===== config.mk =====
export PLATFORM = sky130hd
export DESIGN_NAME = fetch_unit
export DESIGN_NICKNAME = d
export VERILOG_FILES = /design/src/rtl/fetch_unit.sv
export SDC_FILE = /design/constraint.sdc
export NUM_CORES = 1
export LEC_CHECK = 0
export CAP_MARGIN = 5
export CORE_ASPECT_RATIO = 1.25
export CORE_UTILIZATION = 54
export CTS_BUF_LIST = sky130_fd_sc_hd__clkbuf_4
export DETAILED_ROUTE_END_ITERATION = 10
export GPL_ROUTABILITY_DRIVEN = 0
export PLACE_DENSITY = 0.94
export SLEW_MARGIN = 20
export SYNTH_ARGS = -nofsm -noshare
export SYNTH_HDL_FRONTEND = slang
export SYNTH_SLANG_ARGS = --single-unit

===== constraint.sdc =====
create_clock -name clk -period 5.6 [get_ports clk]
set_clock_uncertainty 0.15 [all_clocks]
set_input_delay 0.84 -clock clk [delete_from_list [all_inputs] [get_ports clk]]
set_output_delay 0.84 -clock clk [all_outputs]
set_load 0.05 [all_outputs]

===== src/rtl/fetch_unit.sv =====
// Instruction fetch unit: issues one read per fetch to instruction memory,
// returns the fetched word with its address, and handles redirect/flush by
// draining any in-flight response before refetching from the new target.
module fetch_unit #(
    parameter logic [31:0] RESET_PC = 32'h0000_0000
) (
    input  logic        clk,
    input  logic        rstn,
    input  logic        enable,
    output logic        done,
    input  logic        flush,
    input  logic [31:0] flush_pc,
    output logic        imem_req,
    output logic [31:0] imem_addr,
    input  logic        imem_valid,
    input  logic [31:0] imem_rdata,
    output logic [31:0] inst,
    output logic [31:0] inst_pc
);

    typedef enum logic [1:0] {
        S_IDLE  = 2'd0,
        S_REQ   = 2'd1,
        S_WAIT  = 2'd2,
        S_DRAIN = 2'd3
    } state_t;

    state_t      state_q;
    logic [31:0] pc_q;
    logic        done_q;
    logic        imem_req_q;
    logic [31:0] imem_addr_q;
    logic [31:0] inst_q;
    logic [31:0] inst_pc_q;

    logic [31:0] req_addr_d;
    logic [31:0] pc_inc_d;

    // Address of a request issued this edge: a flush target always wins over the stored pc.
    always_comb begin
        req_addr_d = flush ? flush_pc : pc_q;
        pc_inc_d   = pc_q + 32'd4;
    end

    // Fetch state machine with registered request, completion and instruction outputs.
    always_ff @(posedge clk or negedge rstn) begin
        if (!rstn) begin
            state_q     <= S_IDLE;
            pc_q        <= RESET_PC;
            done_q      <= 1'b0;
            imem_req_q  <= 1'b0;
            imem_addr_q <= 32'h0000_0000;
            inst_q      <= 32'h0000_0000;
            inst_pc_q   <= 32'h0000_0000;
        end else begin
            done_q     <= 1'b0;
            imem_req_q <= 1'b0;
            if (flush) begin
                pc_q <= flush_pc;
            end
            case (state_q)
                S_IDLE: begin
                    // A flush alone restarts fetching from its target.
                    if (flush || enable) begin
                        state_q     <= S_REQ;
                        imem_req_q  <= 1'b1;
                        imem_addr_q <= req_addr_d;
                    end
                end
                S_REQ: begin
                    // The request already left; a flush must wait for its response.
                    state_q <= flush ? S_DRAIN : S_WAIT;
                end
                S_WAIT: begin
                    if (flush) begin
                        if (imem_valid) begin
                            // Response arrived together with the redirect: drop it, refetch now.
                            state_q     <= S_REQ;
                            imem_req_q  <= 1'b1;
                            imem_addr_q <= flush_pc;
                        end else begin
                            state_q <= S_DRAIN;
                        end
                    end else if (imem_valid) begin
                        inst_q    <= imem_rdata;
                        inst_pc_q <= pc_q;
                        pc_q      <= pc_inc_d;
                        done_q    <= 1'b1;
                        state_q   <= S_IDLE;
                    end
                end
                S_DRAIN: begin
                    // Swallow the stale response, then fetch from the latest target.
                    if (imem_valid) begin
                        state_q     <= S_REQ;
                        imem_req_q  <= 1'b1;
                        imem_addr_q <= req_addr_d;
                    end
                end
                default: begin
                    state_q <= S_IDLE;
                end
            endcase
        end
    end

    assign done      = done_q;
    assign imem_req  = imem_req_q;
    assign imem_addr = imem_addr_q;
    assign inst      = inst_q;
    assign inst_pc   = inst_pc_q;

    // A start pulse while a fetch is in progress is a controller error.
    a_enable_idle: assert property (@(posedge clk) disable iff (!rstn)
        enable |-> (state_q == S_IDLE));

    // Responses are only expected while one is outstanding.
    a_valid_expected: assert property (@(posedge clk) disable iff (!rstn)
        (imem_valid && !flush) |-> (state_q == S_WAIT || state_q == S_DRAIN));

endmodule


### Yosys cells after proc, flatten, opt, wreduce, memory -nomap -nowiden

Index checks and enable logic that the tools add are counted.

* memories kept: 0
* word-level logic and storage cells: 45
* latch bits: 0
* output and inout bits: 98
* bits in read-only memories: 0
* register bits: 132
* RAM bits: 0
* bits of input ports: 69

* $add $sub $neg: 1
* reductions and logical operators: 6
* divide/modulo/power cells: 0
* magnitude comparators: 0
* shift operators: 0
* multiplexer cells: 22
* bitwise logic cells: 1
* eq/ne operators: 8
* multiply operators: 0

Operators by type and width (number)
* $mux 32: 8
* $pmux 32 s3: 1
* $add 32x3->32 const B: 1
* $mux 2: 5
* $ne 2x2->1 const B: 4
* $pmux 2 s4: 1
* $mux 1: 6
* $reduce_and 3->1: 2
* $reduce_and 5->1: 1
* $eq 2x2->1 const B: 2
* $ne 3x3->1 const B: 1
* $pmux 1 s3: 1
* $reduce_bool 3->1: 1
* $eq 2x1->1 const B: 1
* $logic_not 2->1: 1
* $logic_or 1x1->1: 1
* $not 1->1: 1

### Logic depth before layout (Yosys ltp)

* depth in word-level cells: 4
* mapped depth: 11
* mapped depth without buffers: 8

### Least setup slack after synthesis

Ideal clock, no wire load.

* path type: in2reg
* from: input port flush
* to: register imem_addr_q[30] (netlist: imem_addr[30])
* data required time: 5.322 ns
* library setup time: 0.128 ns
* path buffers: 2
* arrival: 2.241 ns
* stages: 5
* path slack: 3.082 ns
* cells stage by stage: clkbuf_1 -> nor2_1 -> clkbuf_1 -> mux2_2 -> mux2_1

* longest elaborated chain between the ends: 3
* elaborated cells on any way between the ends: 8
* classes of those cells: eq/ne: 2; mux: 4; reduce/logical: 2

RTL lines
* start, declared: line 11 `input logic flush,`
* $mux 32 or $logic_or 1x1->1 (tied branches): line 41, 64
* $mux 32 (tied with other cells): line 94 `if (imem_valid) begin`
* $pmux 32 s3 or $reduce_and 5->1 (tied branches)
* end signal, assigned: line 67 `imem_addr_q <= req_addr_d;`
* end signal, assigned: line 80 `imem_addr_q <= flush_pc;`
* end signal, assigned: line 97 `imem_addr_q <= req_addr_d;`
* end, declared: line 32 `logic [31:0] imem_addr_q;`

Several ways; a longest one is shown, not always the timed one. The select of a mux whose other input is x is not followed.
A chain may end at the register's enable or synchronous reset.

### Worst setup path after layout

* from: input port flush
* to: register pc_q[31]

* longest elaborated chain between the ends: 4

RTL lines
* $mux 32: line 58 `if (flush) begin`
* $mux 32: line 84 `end else if (imem_valid) begin`
* $mux 32: line 75 `if (flush) begin`
* $mux 32 (*): line 61 `case (state_q)`
* end signal, assigned: line 59 `pc_q <= flush_pc;`
* end signal, assigned: line 87 `pc_q <= pc_inc_d;`
* end, declared: line 29 `logic [31:0] pc_q;`

Every way passes the cells marked *; elsewhere a longest branch is shown, timed or not.

==> impl_summary.log <==
[metrics] leakage dissipation: 3.60 nW
[metrics] net switching power: 2.36 mW
[metrics] post-synth design cell area: 6050 µm²
[metrics] CTS Buf Count: 17
[metrics] number of DRC violations after detailed routing: 0
[metrics] initial drt markers: 477
[metrics] detailed-route via count: 5,356
[metrics] post-cts sizing count: 0
[metrics] part of the power in the clock network: 15.4%
[metrics] count of maximum capacitance violations: 0
[metrics] PortBufs: 166
[metrics] clock insertion delay at the later pin of the skew report: 540 ps
[metrics] outcome: finished clean
[metrics] Worst setup SP type: input pin
[metrics] headroom to the max-slew limit: 33.7%
[metrics] TritonCTS clock tree: done
[metrics] fraction of power consumed by combinational cells: 53.7%
[metrics] # rows: 42
[metrics] internal power summed over all cells: 2.73 mW
[metrics] Sw Share: 46.4%
[metrics] GRT Resource Usage Total: 29.6%
[metrics] power per cell area: 625 nW/µm²
[metrics] count of state elements after synthesis: 132
[metrics] Die ar.: 11,600 µm²
[metrics] largest net degree at the start of global routing: 85
[metrics] core area: 10,700 µm²
[metrics] sequential fraction of the synthesis area: 54.6%
[metrics] total negative setup slack: 0 ps
[metrics] ANT cells: 0
[metrics] min setup slack post-route: 2290 ps
[metrics] Horiz. Die Dim: 96.7 µm
[metrics] fraction of layout cells with a size suffix above 1: 13.6%
[metrics] wire length of the first global-routing pass: 27,200 µm
[metrics] count of clock tree sinks: 132
[metrics] Clock Tree Buf Depth: 2
[metrics] number of ports placed on the die boundary: 167
[metrics] final layout net count: 841
[metrics] number of antenna violations at the first check in global routing: 0
[metrics] most frequent standard cell in the layout excluding fill and tap cells: nand2_1
[metrics] async set or reset register ratio after synthesis: 100%
[metrics] average wire per cell in the routed design: 18.1 µm
[metrics] class of the worst hold path: input pin to async pin
[metrics] data arrival time of the critical path: 3620 ps
[metrics] effective utilization at floorplan: 56.4%
[metrics] Yosys warning total: 0
[metrics] Max Freq: 302 MHz
[metrics] mean instance size in the synthesized netlist: 9.85 µm²
[metrics] final count of pins violating max slew: 0
[metrics] TritonRoute pass-1 iters: 5
[metrics] final worst path period share: 59.2%
[metrics] chip height: 120 µm
[metrics] Hold-fix buffers, CTS: 0
[metrics] number of enable flip-flop cells after synthesis: 0
[metrics] average via count per standard cell: 5.87
[metrics] crit path max fanout: 58
[metrics] Peak supply drop: 0.385 mV
[metrics] setup repair after global routing missed its margin: no
[metrics] actual slew at the worst max-slew pin: 994 ps
[metrics] Clk pin slew, worst setup/hold paths: 110 ps
[metrics] total length of routed wires: 16,500 µm
[metrics] deepest level of the CTS H-tree: 4
[metrics] CTS Root Buffer Type: clkbuf_4
[metrics] commonest register cell after synthesis: dfrtp_1
[metrics] pre-CTS WS: 1850 ps
[metrics] sequential cell fraction of total power: 30.8%
[metrics] endpoints failing hold: 0
[metrics] count of cell types in the netlist: 38
[metrics] required time of the critical path: 5910 ps
[metrics] HPWL reported at the end of detailed placement: 11,700 µm
[metrics] final setup fails: 0
[metrics] category of the critical setup timing path: input pin to register
[metrics] post-synthesis net count: 688
[metrics] Setup Buffers After CTS: 0
[metrics] post-layout min period: 3310 ps
[metrics] fin util: 75.8%
[metrics] CP Capture Type: register
[metrics] top library cells by usage in the layout, fill and taps aside: nand2_1, clkdlybuf4s50_1, dfrtp_1
[metrics] overall overflow remaining after global route: 0
[metrics] synthesis-to-finish area growth: 34.3%
[metrics] antenna viol nets, final: 0
[metrics] vias in the first global route: 5,525
[metrics] post-synthesis instance total: 614
final timing paths:
| path | from | to | slack, ps | cells after the start |
|---|---|---|---|---|
| min in group clk | inst[29] | inst[29] | 340 | 2 |
| setup / recovery | flush | pc_q[31] | 2290 | 8 |
| hold / removal | rstn | inst_pc[21] | 200 | 1 |
| hold reg to reg | inst[29] | inst[29] | 340 | 2 |
| setup reg to reg | state_q[0] | pc_q[31] | 2440 | 8 |
| max in group asynchronous | rstn | inst_pc[20] | 3970 | 2 |
flip-flops by register name (all words and copies together), names as in the netlist:
signal and cells:
inst_pc 32, imem_addr 32, state_q 2, pc_q 32
done 1, inst 32, imem_req 1
cell type report:
| cell class | count | area [µm²] |
|---|---|---|
| clock buffer | 19 | 143 |
| clock inverter | 13 | 211 |
| fill | 698 | 2590 |
| inverter | 14 | 52.6 |
| multi-input combinational | 431 | 2550 |
| sequential | 132 | 3300 |
| tap | 132 | 165 |
| timing repair buffer | 171 | 1700 |
power by group through the flow:
stage / sequential, mW / clock (mW) / combinational, mW
after floorplan: 2.73 / 0 / 0.608
after global placement: 1.56 / 0 / 2.67
after detailed placement: 1.58 / 0 / 2.73
after CTS: 1.56 / 0.788 / 2.74
after global routing: 1.60 / 0.834 / 2.85
final: 1.57 / 0.784 / 2.73
worst max-delay path: stages:
cell and delay, ps:
clkdlybuf4s50_1 400, buf_4 260, inv_2 420, nand2_2 100, inv_2 710, nand3_1 220
nor4_1 370, mux2i_1 220
routing by layer:
layer	wire length, µm	vias up	GRT usage [%]
li1	-	2381	-
met5	0	-	0
met4	639	0	16.6
met1	6270	2593	35.9
met3	1270	58	6.47
met2	8340	324	49.2
Yosys cell counts, types with 2 or more instances:
cell,n,area (µm²)
nand2_1,204,766
dfrtp_1,132,3300
mux2_2,66,743
o21ai_0,25,125
clkbuf_1,23,86.3
nor2_1,21,78.8
or4_1,15,113
nand3_1,14,70.1
inv_1,13,48.8
a31oi_1,12,75.1
nand4_1,9,56.3
o31ai_1,9,67.6
xnor2_1,9,78.8
buf_1,7,26.3
buf_2,5,25.0
ha_1,5,62.6
mux2i_1,5,50.1
nor3_1,5,25.0
a21oi_1,4,20.0
and3_1,3,18.8
nand2b_1,3,18.8
nor4_1,3,18.8
a311o_1,2,20.0
and2_1,2,12.5
clkbuf_2,2,10.0
o211ai_1,2,15.0
or3_1,2,12.5
xor2_1,2,17.5
through the flow:
stage          area (µm²)  instances  power, mW  hold WS [ps]
6_report             8130        912       5.08           196
3_5_place_dp         7770        880       4.31           311
4_1_cts              8130        912       5.09           214
2_1_floorplan        6050        614       3.34           301
3_3_place_gp         7770        880       4.22           305
5_1_grt              8130        912       5.29           238
logic make-up after synthesis:
| group | count (synthesis) | synth area share, % |
|---|---|---|
| flip-flops | 132 | 54.6 |
| AO/OA/AOI/OAI | 57 | 5.73 |
| buffers and inverters | 51 | 3.31 |
| AND/OR/NAND/NOR | 286 | 20.4 |
| multiplexers | 72 | 13.3 |
| XOR/XNOR | 11 | 1.59 |
| adder cells (fa/ha/maj) | 5 | 1.03 |
Note: power is estimated with default switching activity, not from simulation.
==> edit: new RTL, same flow settings <==
Register the inputs `enable`, `flush`, `flush_pc`, `imem_valid` and `imem_rdata` before use. The logic sees them one clock later.
--- a/src/rtl/fetch_unit.sv
+++ b/src/rtl/fetch_unit.sv
@@ -25,6 +25,20 @@
         S_DRAIN = 2'd3
     } state_t;
 
+    logic enable_q;
+    logic flush_q;
+    logic [31:0] flush_pc_q;
+    logic imem_valid_q;
+    logic [31:0] imem_rdata_q;
+
+    always_ff @(posedge clk) begin
+        enable_q     <= enable;
+        flush_q      <= flush;
+        flush_pc_q   <= flush_pc;
+        imem_valid_q <= imem_valid;
+        imem_rdata_q <= imem_rdata;
+    end
+
     state_t      state_q;
     logic [31:0] pc_q;
     logic        done_q;
@@ -38,7 +52,7 @@
 
     // Address of a request issued this edge: a flush target always wins over the stored pc.
     always_comb begin
-        req_addr_d = flush ? flush_pc : pc_q;
+        req_addr_d = flush_q ? flush_pc_q : pc_q;
         pc_inc_d   = pc_q + 32'd4;
     end
 
@@ -55,13 +69,13 @@
         end else begin
             done_q     <= 1'b0;
             imem_req_q <= 1'b0;
-            if (flush) begin
-                pc_q <= flush_pc;
+            if (flush_q) begin
+                pc_q <= flush_pc_q;
             end
             case (state_q)
                 S_IDLE: begin
                     // A flush alone restarts fetching from its target.
-                    if (flush || enable) begin
+                    if (flush_q || enable_q) begin
                         state_q     <= S_REQ;
                         imem_req_q  <= 1'b1;
                         imem_addr_q <= req_addr_d;
@@ -69,20 +83,20 @@
                 end
                 S_REQ: begin
                     // The request already left; a flush must wait for its response.
-                    state_q <= flush ? S_DRAIN : S_WAIT;
+                    state_q <= flush_q ? S_DRAIN : S_WAIT;
                 end
                 S_WAIT: begin
-                    if (flush) begin
-                        if (imem_valid) begin
+                    if (flush_q) begin
+                        if (imem_valid_q) begin
                             // Response arrived together with the redirect: drop it, refetch now.
                             state_q     <= S_REQ;
                             imem_req_q  <= 1'b1;
-                            imem_addr_q <= flush_pc;
+                            imem_addr_q <= flush_pc_q;
                         end else begin
                             state_q <= S_DRAIN;
                         end
-                    end else if (imem_valid) begin
-                        inst_q    <= imem_rdata;
+                    end else if (imem_valid_q) begin
+                        inst_q    <= imem_rdata_q;
                         inst_pc_q <= pc_q;
                         pc_q      <= pc_inc_d;
                         done_q    <= 1'b1;
@@ -91,7 +105,7 @@
                 end
                 S_DRAIN: begin
                     // Swallow the stale response, then fetch from the latest target.
-                    if (imem_valid) begin
+                    if (imem_valid_q) begin
                         state_q     <= S_REQ;
                         imem_req_q  <= 1'b1;
                         imem_addr_q <= req_addr_d;
@@ -112,11 +126,11 @@
 
     // A start pulse while a fetch is in progress is a controller error.
     a_enable_idle: assert property (@(posedge clk) disable iff (!rstn)
-        enable |-> (state_q == S_IDLE));
+        enable_q |-> (state_q == S_IDLE));
 
     // Responses are only expected while one is outstanding.
     a_valid_expected: assert property (@(posedge clk) disable iff (!rstn)
-        (imem_valid && !flush) |-> (state_q == S_WAIT || state_q == S_DRAIN));
+        (imem_valid_q && !flush_q) |-> (state_q == S_WAIT || state_q == S_DRAIN));
 
 endmodule
 
Behaviour: not the same (Yosys sat finds a counterexample within 4 cycles, from zero or initial values and one cycle with rstn low).
==> edit against the original RTL <==
Area after synthesis up 22%. Routed wire length increased by 3.9%. Total power rose by 13%. Critical endpoint is now inst[18]. Worst setup slack improved by 0.43 ns. Fmax increased by 15%. Sequential cell count increased by 67. Design area grew 17%. Synthesized cell count is 0.16% higher.
==> edit: results (changes against the original RTL) <==
Outcome -> completed
Worst skew pair latency -> 0.57 ns (+0.03 ns)
Most frequent cells after synthesis -> dfrtp_1 (132), nand2_1 (124), mux2_2 (95)
Post-Synth Adder-Cell Area -> 0.00846 (-0.00189)
Hpwl dp -> 11900 um (+2.0%)
R2R Setup Slk -> 2.72 ns (+0.28 ns)
Largest net degree at the start of global routing -> 75 (-12%)
FFs w/ async S/R, synth -> 0.663 (-0.337)
Leakage -> 4.07 nW (+13%)
Worst-Margin Slew -> 1.01 ns (+0.0194 ns)
Cell variety after synth -> 37 (-2.6%)
WL/cell -> 17.9 um (-1.1%)
Crit-path max FO -> 40 (-31%)
Layout cells sized above 1 -> 0.172 (+0.0359)
Via density -> 5.58 (-5.0%)
Crit path launch -> flush_q
Reg clk slew, reported paths -> 0.15 ns (+0.04 ns)
XOR/XNOR Fraction of Synth Area -> 0.0142 (-0.00172)
Initial drt markers -> 259 (-46%)
FF-to-FF path depth -> 6 (-2)
RR Endpoint -> inst[18]
Initial antenna violation count -> 1 (+1)
Vias in the first global route -> 5609 (+1.5%)
Syn nets -> 689 (+0.15%)
Final net count -> 847 (+0.71%)
Max stage delay on crit path -> 0.75 ns (+0.04 ns)
edit: cell count changes after synthesis, sizes merged, moves of 6 or more:
cell,delta
or3,+6
mux2,+29
clkbuf,-10
xor2,+8
xnor2,-7
dfxtp,+67
or4,-6
nand2,-79
inv,-8
edit: worst max-delay path by stage:
stage	cells after the start	to
final	6	inst[18]
after global routing	6	inst[6]
after CTS	6	inst[18]
after detailed placement	6	inst[18]
after global placement	6	inst[30]
after floorplan	9	imem_addr[3]
edit: power breakdown:
part	switching [W]	total (W)	internal [W]
registers	0.000274	0.00211	0.00184
logic	0.00180	0.00282	0.00102
clock network	0.000460	0.000824	0.000364
total	0.00253	0.00576	0.00323
edit: routing by layer:
metal  routed length, um  track usage  up-vias
li1                    -            -     2435
met1                6560        0.286     2611
met2                8890        0.448      260
met3                1260       0.0749       40
met4                 461        0.107        0
met5                   0            0        -
edit: final cells by class:
cell class / count / area (um2)
clock buffer: 19 / 143
timing repair buffer: 170 / 1690
multi-input combinational: 378 / 2590
sequential: 199 / 4640
fill: 868 / 3800
tap: 171 / 214
inverter: 7 / 26.3
antenna: 1 / 2.50
clock inverter: 13 / 179
edit: cells by family after synthesis:
logic type,Yosys count
buffers and inverters,38
adders and majority gates,5
DFF,199
muxes,98
xor gates and xnor gates,12
AOI/OAI and AO/OA,54
and+or+nand+nor,209
edit: stage by stage:
step | total power, W | std cells | setup slack, ns | hold slack [ns]
floorplan | 0.00396 | 615 | 3.49 | 0.248
CTS | 0.00578 | 957 | 2.73 | 0.0915
global route | 0.00600 | 958 | 2.44 | 0.0962
global placement | 0.00486 | 925 | 2.87 | 0.249
finish | 0.00576 | 958 | 2.72 | 0.110
detailed placement | 0.00496 | 925 | 2.77 | 0.263
